===== config.mk =====
export PLATFORM = sky130hd
export DESIGN_NAME = input_vc_unit_flat
export DESIGN_NICKNAME = d
export VERILOG_FILES = /design/src/rtl/input_vc_unit_if.sv /design/src/rtl/input_vc_unit.sv /design/src/flat_wrapper.sv
export SDC_FILE = /design/constraint.sdc
export NUM_CORES = 1
export LEC_CHECK = 0
export CORE_ASPECT_RATIO = 1.4
export CORE_MARGIN = 2
export CORE_UTILIZATION = 60
export DETAILED_ROUTE_END_ITERATION = 10
export GPL_TIMING_DRIVEN = 0
export PLACE_DENSITY = 0.86
export SYNTH_ARGS = -nofsm -noshare
export SYNTH_HDL_FRONTEND = slang
export SYNTH_SLANG_ARGS = --single-unit
export TNS_END_PERCENT = 20

===== constraint.sdc =====
create_clock -name clk -period 8.6 [get_ports clk]
set_input_delay 1.72 -clock clk [delete_from_list [all_inputs] [get_ports clk]]
set_output_delay 1.72 -clock clk [all_outputs]
set_load 0.005 [all_outputs]

===== src/rtl/input_vc_unit_if.sv =====
// Router input-port bundle: upstream flit/credit link, switch-allocator request/grant and crossbar output.
// slave is the input-port view, master is the driving environment's view.
interface input_vc_unit_if #(
   parameter int NUM_VCS   = 2,
   parameter int FLIT_W    = 32,
   parameter int PORT_BITS = 3
);
   localparam int VC_W = (NUM_VCS > 1) ? $clog2(NUM_VCS) : 1;

   logic                           i_flit_valid;
   logic [VC_W-1:0]                i_flit_vc;
   logic [FLIT_W-1:0]              i_flit;
   logic [NUM_VCS-1:0]             o_sa_req;
   logic [NUM_VCS*PORT_BITS-1:0]   o_sa_route;
   logic [NUM_VCS-1:0]             i_sa_grant;
   logic                           o_flit_valid;
   logic [FLIT_W-1:0]              o_flit;
   logic [VC_W-1:0]                o_flit_vc;
   logic [PORT_BITS-1:0]           o_flit_route;
   logic                           i_xbar_ready;
   logic                           o_credit_valid;
   logic [VC_W-1:0]                o_credit_vc;
   logic [2*NUM_VCS-1:0]           o_vc_state;
   logic [NUM_VCS-1:0]             o_packet_done;
   logic [1:0]                     o_err;

   modport slave (
      input  i_flit_valid, i_flit_vc, i_flit, i_sa_grant, i_xbar_ready,
      output o_sa_req, o_sa_route, o_flit_valid, o_flit, o_flit_vc, o_flit_route,
             o_credit_valid, o_credit_vc, o_vc_state, o_packet_done, o_err
   );

   modport master (
      output i_flit_valid, i_flit_vc, i_flit, i_sa_grant, i_xbar_ready,
      input  o_sa_req, o_sa_route, o_flit_valid, o_flit, o_flit_vc, o_flit_route,
             o_credit_valid, o_credit_vc, o_vc_state, o_packet_done, o_err
   );
endinterface


===== src/rtl/input_vc_unit.sv =====
// Multi-VC router input port: per-VC flit FIFOs and packet FSMs, switch-allocator requests,
// round-robin selection of one ACTIVE VC onto the crossbar, and one registered credit per dequeue.
module input_vc_unit #(
   parameter int NUM_VCS   = 2,
   parameter int BUF_DEPTH = 4,
   parameter int FLIT_W    = 32,
   parameter int PORT_BITS = 3
) (
   input logic             clk,
   input logic             reset_n,
   input_vc_unit_if.slave  bus
);
   localparam int VC_W  = (NUM_VCS > 1) ? $clog2(NUM_VCS) : 1;
   localparam int PTR_W = $clog2(BUF_DEPTH);
   localparam int CNT_W = PTR_W + 1;

   typedef enum logic [1:0] {IDLE = 2'd0, ROUTING = 2'd1, WAITING = 2'd2, ACTIVE = 2'd3} vc_state_e;
   typedef enum logic [1:0] {HEAD = 2'b00, BODY = 2'b01, TAIL = 2'b10, HEAD_TAIL = 2'b11} flit_type_e;

   logic [FLIT_W-1:0]    mem_q    [NUM_VCS][BUF_DEPTH];
   logic [PTR_W-1:0]     wr_ptr_q [NUM_VCS];
   logic [PTR_W-1:0]     rd_ptr_q [NUM_VCS];
   logic [CNT_W-1:0]     count_q  [NUM_VCS];
   vc_state_e            state_q  [NUM_VCS];
   vc_state_e            state_d  [NUM_VCS];
   logic [PORT_BITS-1:0] route_q  [NUM_VCS];
   logic [PORT_BITS-1:0] route_d  [NUM_VCS];
   logic [VC_W-1:0]      rr_ptr_q, rr_ptr_d;
   logic                 credit_valid_q;
   logic [VC_W-1:0]      credit_vc_q;

   logic [FLIT_W-1:0]    head      [NUM_VCS];
   flit_type_e           head_type [NUM_VCS];
   logic [NUM_VCS-1:0]   not_empty, full, eligible, bad_head, push_vec, pop_vec, done_vec;
   logic                 any_eligible, xfer, disc_any, disc_valid, deq, push_req, push_ok;
   logic [VC_W-1:0]      win_vc, disc_vc, deq_vc;
   int                   arb_idx;

   // NOTE: every signal written in an always_comb gets a default first, so no path can infer a latch.
   always_comb begin
      for (int v = 0; v < NUM_VCS; v++) begin
         head[v]      = mem_q[v][rd_ptr_q[v]];
         head_type[v] = flit_type_e'(head[v][FLIT_W-2 -: 2]);
         not_empty[v] = (count_q[v] != '0);
         full[v]      = (count_q[v] == CNT_W'(BUF_DEPTH));
         eligible[v]  = (state_q[v] == ACTIVE) && not_empty[v];
         bad_head[v]  = (state_q[v] == IDLE) && not_empty[v] &&
                        ((head_type[v] == BODY) || (head_type[v] == TAIL));
      end
   end

   // Round-robin: the first eligible VC at or after the pointer wins.
   always_comb begin
      any_eligible = 1'b0;
      win_vc       = '0;
      arb_idx      = 0;
      for (int i = 0; i < NUM_VCS; i++) begin
         arb_idx = int'(rr_ptr_q) + i;
         if (arb_idx >= NUM_VCS) arb_idx = arb_idx - NUM_VCS;
         if (!any_eligible && eligible[arb_idx]) begin
            any_eligible = 1'b1;
            win_vc       = VC_W'(arb_idx);
         end
      end
   end

   // Protocol discards yield to a transfer, so only one FIFO is popped per cycle.
   always_comb begin
      disc_any = 1'b0;
      disc_vc  = '0;
      for (int v = NUM_VCS - 1; v >= 0; v--) begin
         if (bad_head[v]) begin
            disc_any = 1'b1;
            disc_vc  = VC_W'(v);
         end
      end
   end

   assign xfer       = any_eligible & bus.i_xbar_ready;
   assign disc_valid = disc_any & ~xfer;
   assign deq        = xfer | disc_valid;
   assign deq_vc     = xfer ? win_vc : disc_vc;
   assign rr_ptr_d   = !xfer ? rr_ptr_q :
                       (int'(win_vc) == NUM_VCS - 1) ? '0 : win_vc + VC_W'(1);

   // A full VC still takes the write when it is popped in the same cycle.
   assign push_req = bus.i_flit_valid & bus.i_flit[FLIT_W-1];
   assign push_ok  = push_req && (int'(bus.i_flit_vc) < NUM_VCS) &&
                     (!full[bus.i_flit_vc] || (deq && (deq_vc == bus.i_flit_vc)));

   always_comb begin
      for (int v = 0; v < NUM_VCS; v++) begin
         push_vec[v] = push_ok && (bus.i_flit_vc == VC_W'(v));
         pop_vec[v]  = deq && (deq_vc == VC_W'(v));
         done_vec[v] = xfer && (win_vc == VC_W'(v)) &&
                       ((head_type[v] == TAIL) || (head_type[v] == HEAD_TAIL));
      end
   end

   always_comb begin
      for (int v = 0; v < NUM_VCS; v++) begin
         state_d[v] = state_q[v];
         route_d[v] = route_q[v];
         unique case (state_q[v])
            IDLE:    if (not_empty[v] && ((head_type[v] == HEAD) || (head_type[v] == HEAD_TAIL)))
                        state_d[v] = ROUTING;
            ROUTING: begin
                        route_d[v] = head[v][PORT_BITS-1:0];
                        state_d[v] = WAITING;
                     end
            WAITING: if (bus.i_sa_grant[v]) state_d[v] = ACTIVE;
            ACTIVE:  if (done_vec[v]) state_d[v] = IDLE;
            default: state_d[v] = IDLE;
         endcase
      end
   end

   always_ff @(posedge clk or negedge reset_n) begin
      if (!reset_n) begin
         for (int v = 0; v < NUM_VCS; v++) begin
            state_q[v]  <= IDLE;
            route_q[v]  <= '0;
            wr_ptr_q[v] <= '0;
            rd_ptr_q[v] <= '0;
            count_q[v]  <= '0;
         end
         rr_ptr_q       <= '0;
         credit_valid_q <= 1'b0;
         credit_vc_q    <= '0;
      end else begin
         for (int v = 0; v < NUM_VCS; v++) begin
            state_q[v] <= state_d[v];
            route_q[v] <= route_d[v];
            if (push_vec[v]) wr_ptr_q[v] <= wr_ptr_q[v] + PTR_W'(1);
            if (pop_vec[v])  rd_ptr_q[v] <= rd_ptr_q[v] + PTR_W'(1);
            count_q[v] <= count_q[v] + CNT_W'(push_vec[v]) - CNT_W'(pop_vec[v]);
         end
         rr_ptr_q       <= rr_ptr_d;
         credit_valid_q <= deq;
         credit_vc_q    <= deq ? deq_vc : '0;
      end
   end

   // NOTE: the flit storage has no reset; the zeroed counts already mark every slot empty.
   always_ff @(posedge clk) begin
      for (int v = 0; v < NUM_VCS; v++) begin
         if (push_vec[v]) mem_q[v][wr_ptr_q[v]] <= bus.i_flit;
      end
   end

   always_comb begin
      for (int v = 0; v < NUM_VCS; v++) begin
         bus.o_sa_req[v]                          = (state_q[v] == WAITING);
         bus.o_sa_route[v*PORT_BITS +: PORT_BITS] = route_q[v];
         bus.o_vc_state[2*v +: 2]                 = state_q[v];
      end
   end

   assign bus.o_flit_valid   = any_eligible;
   assign bus.o_flit         = any_eligible ? head[win_vc] : '0;
   assign bus.o_flit_vc      = win_vc;
   assign bus.o_flit_route   = any_eligible ? route_q[win_vc] : '0;
   assign bus.o_credit_valid = credit_valid_q;
   assign bus.o_credit_vc    = credit_vc_q;
   assign bus.o_packet_done  = done_vec;
   assign bus.o_err          = {disc_valid, push_req & ~push_ok};
endmodule


===== src/flat_wrapper.sv =====
// flat-port wrapper written by rule: the top's interface ports become plain ports
module input_vc_unit_flat 
#(
   parameter int NUM_VCS   = 2,
   parameter int BUF_DEPTH = 4,
   parameter int FLIT_W    = 32,
   parameter int PORT_BITS = 3
)
  (clk, reset_n, bus_i_flit_valid, bus_i_flit_vc, bus_i_flit, bus_i_sa_grant, bus_i_xbar_ready, bus_o_sa_req, bus_o_sa_route, bus_o_flit_valid, bus_o_flit, bus_o_flit_vc, bus_o_flit_route, bus_o_credit_valid, bus_o_credit_vc, bus_o_vc_state, bus_o_packet_done, bus_o_err);
  input_vc_unit_if #(.NUM_VCS(NUM_VCS), .FLIT_W(FLIT_W), .PORT_BITS(PORT_BITS)) bus_i ();
  input logic clk;
  input logic reset_n;
  input wire logic [$bits(bus_i.i_flit_valid)-1:0] bus_i_flit_valid;
  input wire logic [$bits(bus_i.i_flit_vc)-1:0] bus_i_flit_vc;
  input wire logic [$bits(bus_i.i_flit)-1:0] bus_i_flit;
  input wire logic [$bits(bus_i.i_sa_grant)-1:0] bus_i_sa_grant;
  input wire logic [$bits(bus_i.i_xbar_ready)-1:0] bus_i_xbar_ready;
  output wire logic [$bits(bus_i.o_sa_req)-1:0] bus_o_sa_req;
  output wire logic [$bits(bus_i.o_sa_route)-1:0] bus_o_sa_route;
  output wire logic [$bits(bus_i.o_flit_valid)-1:0] bus_o_flit_valid;
  output wire logic [$bits(bus_i.o_flit)-1:0] bus_o_flit;
  output wire logic [$bits(bus_i.o_flit_vc)-1:0] bus_o_flit_vc;
  output wire logic [$bits(bus_i.o_flit_route)-1:0] bus_o_flit_route;
  output wire logic [$bits(bus_i.o_credit_valid)-1:0] bus_o_credit_valid;
  output wire logic [$bits(bus_i.o_credit_vc)-1:0] bus_o_credit_vc;
  output wire logic [$bits(bus_i.o_vc_state)-1:0] bus_o_vc_state;
  output wire logic [$bits(bus_i.o_packet_done)-1:0] bus_o_packet_done;
  output wire logic [$bits(bus_i.o_err)-1:0] bus_o_err;
  assign bus_i.i_flit_valid = bus_i_flit_valid;
  assign bus_i.i_flit_vc = bus_i_flit_vc;
  assign bus_i.i_flit = bus_i_flit;
  assign bus_i.i_sa_grant = bus_i_sa_grant;
  assign bus_i.i_xbar_ready = bus_i_xbar_ready;
  assign bus_o_sa_req = bus_i.o_sa_req;
  assign bus_o_sa_route = bus_i.o_sa_route;
  assign bus_o_flit_valid = bus_i.o_flit_valid;
  assign bus_o_flit = bus_i.o_flit;
  assign bus_o_flit_vc = bus_i.o_flit_vc;
  assign bus_o_flit_route = bus_i.o_flit_route;
  assign bus_o_credit_valid = bus_i.o_credit_valid;
  assign bus_o_credit_vc = bus_i.o_credit_vc;
  assign bus_o_vc_state = bus_i.o_vc_state;
  assign bus_o_packet_done = bus_i.o_packet_done;
  assign bus_o_err = bus_i.o_err;
  input_vc_unit #(.NUM_VCS(NUM_VCS), .BUF_DEPTH(BUF_DEPTH), .FLIT_W(FLIT_W), .PORT_BITS(PORT_BITS)) u_core (.clk(clk), .reset_n(reset_n), .bus(bus_i));
endmodule

# Yosys cells after proc, flatten, opt, wreduce, memory -nomap -nowiden
# Memory sizes are Yosys's and may differ from the RTL's.
# Index checks and enable logic that the tools add are counted.
dict set report totals {
  reg_bits 27
  latchBits 0
  ram_bits 256
  mem_bits_ro 0
  input_bits 39
  out_inout_bits 55
  word_cells 166
  n_memories 1
}
dict set report classes {
  addsub 12
  mul 0
  div 0
  magnitude_cmp 12
  n_eq_ne 21
  n_shift 0
  n_mux 53
  n_bitwise 15
  reduce_logical 39
}
# name depth width rd rd_clocked_by_memory_dff wr line
set mem_list {}
lappend mem_list {u_core.mem_q 2 128 2 0 1 input_vc_unit.sv:20} ;# logic [FLIT_W-1:0] mem_q [NUM_VCS][BUF_DEPTH];
# op n
set ops {}
lappend ops {{$mux 128} 4}
lappend ops {{$mux 32} 12}
lappend ops {{$bmux 32 s2} 2}
lappend ops {{$demux 32 s2} 2}
lappend ops {{$reduce_or 128->1} 1}
lappend ops {{$lt 32x3->1 const B} 2}
lappend ops {{$ge 32x3->1 const B} 1}
lappend ops {{$sub 32x3->32 const B} 1}
lappend ops {{$logic_and 1x1->1} 21}
lappend ops {{$mux 1} 21}
lappend ops {{$eq 2x2->1 const B} 8}
lappend ops {{$pmux 2 s4} 2}
lappend ops {{$ge 3x3->1 const B} 4}
lappend ops {{$mux 2} 6}
lappend ops {{$mux 3} 4}
lappend ops {{$ne 2x2->1 const B} 6}
lappend ops {{$not 2->3} 4}
lappend ops {{$add 2x1->2 const B} 4}
lappend ops {{$eq 2x1->1 const B} 4}
lappend ops {{$logic_not 2->1} 4}
lappend ops {{$logic_or 1x1->1} 7}
lappend ops {{$add 3x1->3} 2}
lappend ops {{$eq 3x3->1 const B} 2}
lappend ops {{$lt 3x1->1 const B} 2}
lappend ops {{15 further kinds} 26}

# Logic depth before layout (Yosys ltp)
dict set report logic_depth {
  depth_word 21
  ltp_mapped 15
  ltp_nobuf 13
}

# Worst setup path after synthesis
# Ideal clock, no wire load.
dict set report synth_timing {
  kind {reg-to-output}
  from {register u_core.rd_ptr_q[2] in the netlist's numbering}
  to {output port bus_o_err[0]}
  t_arrival_ns 2.430
  t_required_ns 6.880
  setup_slack_ns 4.450
  stages_incl_launch_ff 9
  path_buffers 2
  path_cell_list {dfrtp_1 > buf_2 > buf_4 > mux4_2 > ha_1 > o311ai_1 > a21o_2 > a21oi_1 > nor3_1}
}
dict set report synth_between {
  elab_chain_len 15
  elab_cells_between_ends 19
  cone_classes {eq/ne: 3; mux: 6; bitwise: 5; reduce/logical: 5}
}
# item line
set synth_rtl {}
lappend synth_rtl {{start: declaration} input_vc_unit.sv:22} ;# logic [PTR_W-1:0] rd_ptr_q [NUM_VCS];
lappend synth_rtl {{start signal: indexed assignment} input_vc_unit.sv:135} ;# if (pop_vec[v]) rd_ptr_q[v] <= rd_ptr_q[v] + PTR_W'(1);
lappend synth_rtl {{$not 2->3 (implied by the code) (*)} input_vc_unit.sv:42} ;# head[v] = mem_q[v][rd_ptr_q[v]];
lappend synth_rtl {{$bmux 32 s2 (*)} input_vc_unit.sv:42}
lappend synth_rtl {{$mux 32 (implied by the code) (*) (2 in series)} input_vc_unit.sv:42}
lappend synth_rtl {{$eq 2x1->1 / $eq 2x2->1 (equally long branches)} input_vc_unit.sv:48} ;# ((head_type[v] == BODY) || (head_type[v] == TAIL));
lappend synth_rtl {{$logic_or 1x1->1 (*)} input_vc_unit.sv:48}
lappend synth_rtl {{$logic_and 1x1->1 (*)} input_vc_unit.sv:47} ;# bad_head[v] = (state_q[v] == IDLE) && not_empty[v] &&
lappend synth_rtl {{$mux 1} input_vc_unit.sv:72} ;# if (bad_head[v]) begin
lappend synth_rtl {{$and 1x1->1 / $mux 1 (equally long branches)} {input_vc_unit.sv:80, input_vc_unit.sv:82}}
lappend synth_rtl {{$or 1x1->1 / $eq 1x1->1 (equally long branches)} {input_vc_unit.sv:81, input_vc_unit.sv:89}}
lappend synth_rtl {{$logic_and 1x1->1 (*)} input_vc_unit.sv:89} ;# (!full[bus.i_flit_vc] || (deq && (deq_vc == bus.i_flit_vc)));
lappend synth_rtl {{$logic_or 1x1->1 (*)} input_vc_unit.sv:89}
lappend synth_rtl {{$logic_and 1x1->1 (*)} input_vc_unit.sv:88} ;# assign push_ok = push_req && (int'(bus.i_flit_vc) < NUM_VCS) &&
lappend synth_rtl {{$not 1->1 (*)} input_vc_unit.sv:166} ;# assign bus.o_err = {disc_valid, push_req & ~push_ok};
lappend synth_rtl {{$and 1x1->1 (*)} input_vc_unit.sv:166}
lappend synth_rtl {{end: declaration} flat_wrapper.sv:28} ;# output wire logic [$bits(bus_i.o_err)-1:0] bus_o_err;
# Every way passes the cells marked *; elsewhere a longest branch is shown, timed or not. The select of a mux whose other input is x is not followed.

# Worst setup path after layout
# Same ends and word-level chain as after synthesis.

==> results.toml <==
[timing]
period_share = 0.657
rsz0062_at_grt = "false"
fmax_mhz = 177
setup_ws_ns = 2.95
worst_slew_pin_slew_ns = 1.05
setup_violations = 0
final_max_slew_viol_count = 0
hold_viol = 0
fin_crit_ns = 5.65
fin_worst_skew_ns = 0.0202
slew_headroom = 0.299
final.setup.tns_ns = 0
holdWs_ns = 0.544

[clocking]
root_buffer = "clkbuf_16"
clk_pin_slew_ns = 0.06
clkLatencyLatePin_ns = 0.52
post-cts-setup-buffers = 0
hold_buffers = 0
cts_resized = 0
cts_tree = "yes"
h-tree-depth = 1
cts-buffers-inserted = 25
cts_sinks = 283
clockBufferDepth = 3

[worst_setup_path]
crit_required_ns = 6.88
critPathMaxFanout = 10
path_class = "flop to primary output"
end_kind = "primary output"
critPathLaunch = "u_core.rd_ptr_q[2]$_DFFE_PN0P_"
reg2reg_from = "u_core.rd_ptr_q[0]$_DFFE_PN0P_"
reg2regPathDepth = 9
r2r_slack_ns = 4.58
start_kind = "flop"
r2r-end = "u_core.mem_q[0][234]$_DFFE_PP_"
cp-endpoint = "bus_o_err[0]"
cp.arrival_ns = 3.93

[global_route]
grt_overflow = 0
grt_pass1_vias = 6495
grt_pass1_wl_um = 37300
antenna_found_initial = 0
grt.total_usage = 0.251
grt_max_degree = 33

[cells_and_area]
antennaDiodeCount = 0
multi_input_area_sq_um = 2860
final_nets = 806
instances_no_fill = 999
regArea_sq_um = 8360
nFillCells = 1086
area_growth_pct = 18.7
drive_gt1_frac = 0.209
fin_util = 0.728
stdcell_area_sq_um = 13600

[yosys]
syn_inst = 615
synth_seq_cells = 283
synth.avg_cell_area_sq_um = 18.6
synthesis.area_sq_um = 11400
ys_seq_area_frac = 0.731
syn_nets = 682
yosysWarnings = 0
synth_area_leader_cell = "edfxtp_1"
synthTopCellsByArea = "edfxtp_1 67%, mux4_2 13%, dfrtp_1 5.9%"
async_reset_ff_frac = 0.0954
synth_top_area_share = 0.672
synth-edff-count = 256
postSynth.topFlopCell = "edfxtp_1"
ys_types = 43

[die]
start_util = 0.613
die_h_um = 167
ios = 94
core_sq_um = 18700
die_w_um = 121
rows = 59
die_area_sq_um = 20200

[placement]
placed_cells = 956
placed_area_sq_um = 12800
dp_hpwl_um = 14900
place_ws_ns = 3.14
io_buffer_count = 93
routabilityCongestion = 0.840

[power]
p_seq_frac = 0.377
p_total_mw = 4.59
p_clk_frac = 0.247
peakVddDrop_mv = 0.243
p_sw_mw = 1.44
leakage_nw = 4.66
p_sw_frac = 0.313
power.share.combinational = 0.376
p_int_mw = 3.15
power.density_nw_per_um2 = 337

[job]
maxCapViolations = 0

[route]
ant_nets = 0
wl_um = 24600
drc_errors = 0
dr.pass1.iters = 5
wire_per_inst_um = 24.7
vias = 6089
avgViaCountPerCell = 6.10
drtIter0Drc = 616

[outcome]
status = "finished clean"

[min_path]
hp-class = "flop to flop"
cell type report:
cell class,instances,share of cell area
Timing Repair Buffer,97,0.0740
Tap cell,244,0.0225
Inverter,24,0.00663
Sequential cell,283,0.615
Buffer,27,0.0101
Clock buffer,27,0.0466
Multi-Input combinational cell,281,0.210
Clock inverter,16,0.0144
worst min-delay path by stage:
stage | start | to | slack [ns] | depth (start not counted)
detailed placement | u_core.bus.o_sa_route[0]$_DFFE_PN0N_ | u_core.bus.o_sa_route[0]$_DFFE_PN0N_ | 0.52 | 1
global placement | u_core.bus.o_sa_route[1]$_DFFE_PN0N_ | u_core.bus.o_sa_route[1]$_DFFE_PN0N_ | 0.52 | 1
global route | u_core.bus.o_sa_route[1]$_DFFE_PN0N_ | u_core.bus.o_sa_route[1]$_DFFE_PN0N_ | 0.58 | 1
finish | u_core.bus.o_sa_route[0]$_DFFE_PN0N_ | u_core.bus.o_sa_route[0]$_DFFE_PN0N_ | 0.54 | 1
floorplan | u_core.rr_ptr_q$_DFFE_PN0P_ | u_core.rr_ptr_q$_DFFE_PN0P_ | 0.52 | 1
CTS | u_core.bus.o_sa_route[0]$_DFFE_PN0N_ | u_core.bus.o_sa_route[0]$_DFFE_PN0N_ | 0.54 | 1
cells in the final DEF (no fill, tap or decap), types with 3 or more instances in the layout:
cell and count:
a21oi_1 35, clkinv_2 3, bufinv_16 4, clkbuf_16 25, xnor2_1 10, o21ai_0 4
buf_12 4, clkinvlp_4 3, inv_1 22, clkbuf_1 8, buf_2 18, nor3_1 4
nand2_1 81, mux4_2 64, clkdlybuf4s50_1 92, nor2_1 6, and2_2 8, nand3_1 7
mux2_2 8, buf_4 4, clkinv_1 3, dfrtp_1 27, ha_1 26, edfxtp_1 256
power groups by stage:
stage | registers [mW] | logic (mW) | clock network, mW
after floorplan | 1.73 | 1.02 | 0
after global placement | 1.74 | 1.66 | 0
after detailed placement | 1.76 | 1.72 | 0
after CTS | 1.73 | 1.74 | 1.14
after global routing | 1.74 | 1.86 | 1.19
final | 1.73 | 1.72 | 1.13
worst max-delay path, stage by stage (launching register included):
cell and delay (ns):
dfrtp_1 0.34, buf_2 0.24, buf_4 0.32, mux4_2 0.60, ha_1 0.36, o311ai_1 0.41, a21o_2 0.27, a21oi_1 0.09
nor3_1 0.25, clkdlybuf4s50_1 0.54
layer usage:
layer  part of all wire  wire, um  up-vias  track usage
met5                  0         0        -            0
met2               0.54     13400      335        0.442
met1               0.35      8710     3066        0.316
met4              0.031       758        0       0.0961
li1                   -         -     2634            -
met3              0.072      1780       54       0.0358
cells in the mapped netlist, drive strengths merged (6+ instances only):
library cell,count
a21oi,38
and2,8
buf,21
clkbuf,6
dfrtp,27
edfxtp,256
ha,26
inv,24
mux2,9
mux4,64
nand2,81
nand3,7
nor2,7
xnor2,10
cells by family (layout without fill, tap and decap cells):
kind of cell / Yosys count / in the layout / share of synthesized area
AO/OA/AOI/OAI: 54 / 54 / 0.0293
AND/OR/NAND/NOR: 115 / 115 / 0.0446
buffers and inverters: 51 / 191 / 0.0199
adder cells (fa/ha/maj): 28 / 28 / 0.0319
flip-flops: 283 / 283 / 0.731
multiplexers: 74 / 74 / 0.136
XOR/XNOR: 10 / 10 / 0.00765
state kept, by name, summed over array words and instances, names as in the netlist:
register                   flops
u_core.count_q                 6
u_core.bus.o_sa_route          6
u_core.bus.o_credit_vc         1
u_core.bus.o_credit_valid      1
u_core.mem_q                 256
u_core.rd_ptr_q                4
u_core.wr_ptr_q                4
u_core.rr_ptr_q                1
u_core.bus.o_vc_state          4
No activity file was read; power rests on OpenSTA's default activity.
